===== src/rtl/cla_adder32.sv =====
// rtl/cla_adder32.sv - two-level carry-lookahead 32-bit adder with registered result copy
//
// Purpose: integer add unit for the ALU datapath. The sum is built from
// 4-bit carry-lookahead groups whose group propagate/generate terms feed a
// second-level lookahead unit, so no carry ripples from group to group.
//
// Ports:
//   clk     in   1      clock; rising edge updates sum_q/cout_q/ovf_q only
//   rst_n   in   1      asynchronous active-low reset of the registered outputs
//   a       in   WIDTH  operand A (unsigned or two's complement)
//   b       in   WIDTH  operand B (unsigned or two's complement)
//   sum     out  WIDTH  combinational (a + b) mod 2^WIDTH
//   cout    out  1      combinational carry out of bit WIDTH-1
//   ovf     out  1      combinational signed overflow
//   sum_q   out  WIDTH  sum registered on rising clk
//   cout_q  out  1      cout registered on rising clk
//   ovf_q   out  1      ovf registered on rising clk

module cla_adder32 #(
  parameter int WIDTH = 32,
  parameter int GROUP = 4
) (
  input  logic             clk,
  input  logic             rst_n,
  input  logic [WIDTH-1:0] a,
  input  logic [WIDTH-1:0] b,
  output logic [WIDTH-1:0] sum,
  output logic             cout,
  output logic             ovf,
  output logic [WIDTH-1:0] sum_q,
  output logic             cout_q,
  output logic             ovf_q
);

  localparam int NG = WIDTH / GROUP;

  logic [WIDTH-1:0] p;
  logic [WIDTH-1:0] g;
  logic [WIDTH-1:0] c;
  logic [NG-1:0]    pg;
  logic [NG-1:0]    gg;
  logic [NG:0]      gc;      // gc[k] = carry into group k; gc[NG] = cout
  logic             la_run;
  logic             la_acc;

  assign p = a ^ b;
  assign g = a & b;

  // First level: each 4-bit group derives its internal carries directly from
  // its own p/g and the group carry-in, and exports (PG, GG) upward.
  for (genvar gi = 0; gi < NG; gi++) begin : g_grp
    localparam int B = gi * GROUP;

    assign c[B]   = gc[gi];
    assign c[B+1] = g[B]
                  | (p[B] & gc[gi]);
    assign c[B+2] = g[B+1]
                  | (p[B+1] & g[B])
                  | (p[B+1] & p[B] & gc[gi]);
    assign c[B+3] = g[B+2]
                  | (p[B+2] & g[B+1])
                  | (p[B+2] & p[B+1] & g[B])
                  | (p[B+2] & p[B+1] & p[B] & gc[gi]);

    assign pg[gi] = &p[B+GROUP-1:B];
    assign gg[gi] = g[B+3]
                  | (p[B+3] & g[B+2])
                  | (p[B+3] & p[B+2] & g[B+1])
                  | (p[B+3] & p[B+2] & p[B+1] & g[B]);
  end

  // Second level: every group carry-in is an independent sum-of-products over
  // the lower groups' (PG, GG); it never reads another group's carry. With
  // c0 fixed at 0 there is no carry-in term.
  always_comb begin
    gc     = '0;
    la_run = 1'b1;
    la_acc = 1'b0;
    for (int k = 1; k <= NG; k++) begin
      la_run = 1'b1;
      la_acc = 1'b0;
      for (int j = k - 1; j >= 0; j--) begin
        la_acc = la_acc | (la_run & gg[j]);
        la_run = la_run & pg[j];
      end
      gc[k] = la_acc;
    end
  end

  assign sum  = p ^ c;
  assign cout = gc[NG];
  assign ovf  = (a[WIDTH-1] == b[WIDTH-1]) && (sum[WIDTH-1] != a[WIDTH-1]);

  always_ff @(posedge clk or negedge rst_n) begin
    if (!rst_n) begin
      sum_q  <= '0;
      cout_q <= 1'b0;
      ovf_q  <= 1'b0;
    end else begin
      sum_q  <= sum;
      cout_q <= cout;
      ovf_q  <= ovf;
    end
  end

endmodule


===== config.mk =====
export PLATFORM = sky130hd
export DESIGN_NAME = cla_adder32
export DESIGN_NICKNAME = d
export VERILOG_FILES = /design/src/rtl/cla_adder32.sv
export SDC_FILE = /design/constraint.sdc
export NUM_CORES = 1
export LEC_CHECK = 0
export CORE_AREA = 2 2 72 74
export DETAILED_ROUTE_END_ITERATION = 16
export DIE_AREA = 0 0 74 76
export DONT_BUFFER_PORTS = 1
export PLACE_DENSITY_LB_ADDON = 0.2
export SLEW_MARGIN = 20
export SYNTH_ARGS = -nofsm -noshare
export SYNTH_HDL_FRONTEND = slang
export SYNTH_SLANG_ARGS = --single-unit

===== constraint.sdc =====
create_clock -name clk -period 9.86 [get_ports clk]
set_clock_uncertainty 0.15 [all_clocks]
set_input_delay 1.972 -clock clk [delete_from_list [all_inputs] [get_ports clk]]
set_output_delay 1.972 -clock clk [all_outputs]
set_load 0.01 [all_outputs]

==> impl_metrics.toml <==
[detailed_routing]
drtPass1Iterations = 5
num_vias = 1646
avgViaCountPerCell = 5.656
detail_route.wl_per_cell_um = 17.27
drt_iter0_drc = 48
postRouteAntennaNets = 0
drc = 0
wirelength_um = 5025

[pwr]
ir_drop_v = 0.00007386
p_per_area_mw_per_mm2 = 168.9
p_total_mw = 0.4224
total_leakage_power_nw = 1.169

[clocking]
ctsLongestPathBuffers = 2
postCtsSetupBuffers = 0
cts.clk_slew.worst_paths_ps = 70
htree_levels = 2
cts_resized = 0
tritoncts = "yes"
root_buffer = "clkbuf_8"
clkSinkCount = 34
ctsHoldBuffers = 0
cts_buffers = 5

[yosys]
yosysSeqAreaShare = 0.3656
netlist_area_mm2 = 0.002327
yosys_most_used_dff = "dfrtp_1"
async_flop_share = 1.000
synth_top_cell_area_share = 0.3656
synth_top_cells_by_area = "dfrtp_1 (37%), ha_1 (17%), fa_1 (6.9%), xor2_1 (4.5%), a21oi_1 (3.9%)"
synth_cell_type_count = 46
synthCells = 214
synth-seq-cells = 34
syn-num-nets = 320
synth_top_cell_by_area = "dfrtp_1"
synth.avg_cell_area_um2 = 10.87
yosysWarningCount = 0
synth_enable_flop_cells = 0

[layout]
layout_commonest_cell = "dfrtp_1"
final_util = 0.5092
final_nets = 326
antenna_cells = 0
syn_to_final_growth_pct = 7.473
final_cell_mix = "dfrtp_1 (34), ha_1 (32), a21oi_1 (18)"
drive_gt1_frac = 0.08145
nFillCells = 429

[status]
status = "complete, no violations"

[global_routing]
overflow = 0
grt_usage = 0.1813
grt_pass1_wl_um = 7872
antenna_found_initial = 0
grt_pass1_vias = 1724
grt_max_degree = 35

[floorplan]
die_h_um = 76
rows = 26
ios = 134
dieArea_mm2 = 0.005624
initial_core_util = 0.4738
dieWidth_um = 74
core-area_mm2 = 0.004912

[sta]
maxSlewHeadroom = 0.3965
max_clock_freq_ghz = 0.1566
finalSetupViolations = 0
hold_violations = 0
slew_viol_final = 0
fin_setup_tns_ps = 0
rsz0062_at_grt = "no"
timing.final.crit_period_ps = 6384
setup_ws_ps = 3476
max_slew.worst_pin.slew_ps = 893.9
min_period_over_period = 0.6475

[critical_path]
path_class = "in2out"
max_stage_delay_ps = 370
end_kind = "output port"
cp.required_ps = 7740
crit_chain = "ha_1 -> a21oi_1 -> o211ai_1 -> a32oi_2 -> nand4_2 -> nand3_2 -> o21ai_0 -> a21o_1 -> fa_1 -> xor2_1"
cp-start-kind = "input pin"
cp.arrival_ps = 4260
cp-startpoint = "a[1]"
crit_slowest_cell = "fa_1"
path_max_fanout = 4

[job]
maxCapViolations = 0

[place]
pre_cts_ws_ps = 3469
hpwl_um = 4079
place.gp.congestion = 0.7164
port_buffers = 0

[worst_hold_path]
hold_class = "in2async"
through the flow:
step | cells | area, µm² | hold WS (ps)
after floorplan | 214 | 2327 | 1526
after global placement | 283 | 2410 | 1527
after detailed placement | 283 | 2410 | 1527
after CTS | 291 | 2501 | 1207
after global routing | 291 | 2501 | 1199
final | 291 | 2501 | 1218
where the power goes:
group | internal, mW | leakage (nW) | switching [mW]
clock network | 0.0564 | 0.0482 | 0.0527
logic | 0.0444 | 0.723 | 0.0742
registers | 0.169 | 0.397 | 0.0260
total | 0.269 | 1.17 | 0.153
synth_stat cells, types with 2 or more instances:
cell type	count
a211oi_1	2
a21o_1	9
a21oi_1	18
dfrtp_1	34
fa_1	8
ha_1	32
inv_1	12
nand2_1	6
nand2b_1	3
nand3_1	7
nand4_1	5
nand4_2	2
nor2_1	11
nor3_1	7
nor3b_1	2
o211ai_1	2
o21a_1	3
o21ai_0	5
or4_1	2
xnor2_1	7
xor2_1	12
final timing paths:
| kind | slack, ps | endpoint |
|---|---|---|
| setup / recovery | 3480 | sum[29] |
| hold / removal | 1220 | sum_q[1] |
| max in group asynchronous | 8260 | sum_q[23] |
| min in group clk | 1740 | sum_q[0] |
critical path, delay by kind of cell:
family                   cells  cell delay, ps
AND/OR/NAND/NOR              2             300
XOR/XNOR                     1             300
AO/OA/AOI/OAI                5            1050
adder cells (fa/ha/maj)      2             650
kinds of logic (layout without fill, tap and decap cells):
group,count (synthesis),after routing,share of synthesized area
AOI/OAI and AO/OA,54,54,0.1656
and+or+nand+nor,53,53,0.1280
adders and majority gates,40,40,0.2409
DFF,34,34,0.3656
xor gates and xnor gates,20,20,0.07850
buffers and inverters,13,20,0.02150
layer usage:
| metal | share of wire | global-route usage |
|---|---|---|
| met4 | 0.013 | 0.06000 |
| met3 | 0.10 | 0.07937 |
| met5 | 0 | 0 |
| met2 | 0.48 | 0.2938 |
| met1 | 0.40 | 0.2117 |
state kept, by name (all words and copies together) (netlist names):
signal / cells
cout_q: 1
ovf_q: 1
sum_q: 32
area by class of cell:
cell class	count	area, µm²	area share
multi-input combinational	167	1426	0.5703
sequential	34	850.8	0.3402
tap	70	87.58	0.03502
clock buffer	7	86.33	0.03452
inverter	12	45.04	0.01801
clock inverter	1	5.005	0.002001
No activity file was read; power rests on OpenSTA's default activity.
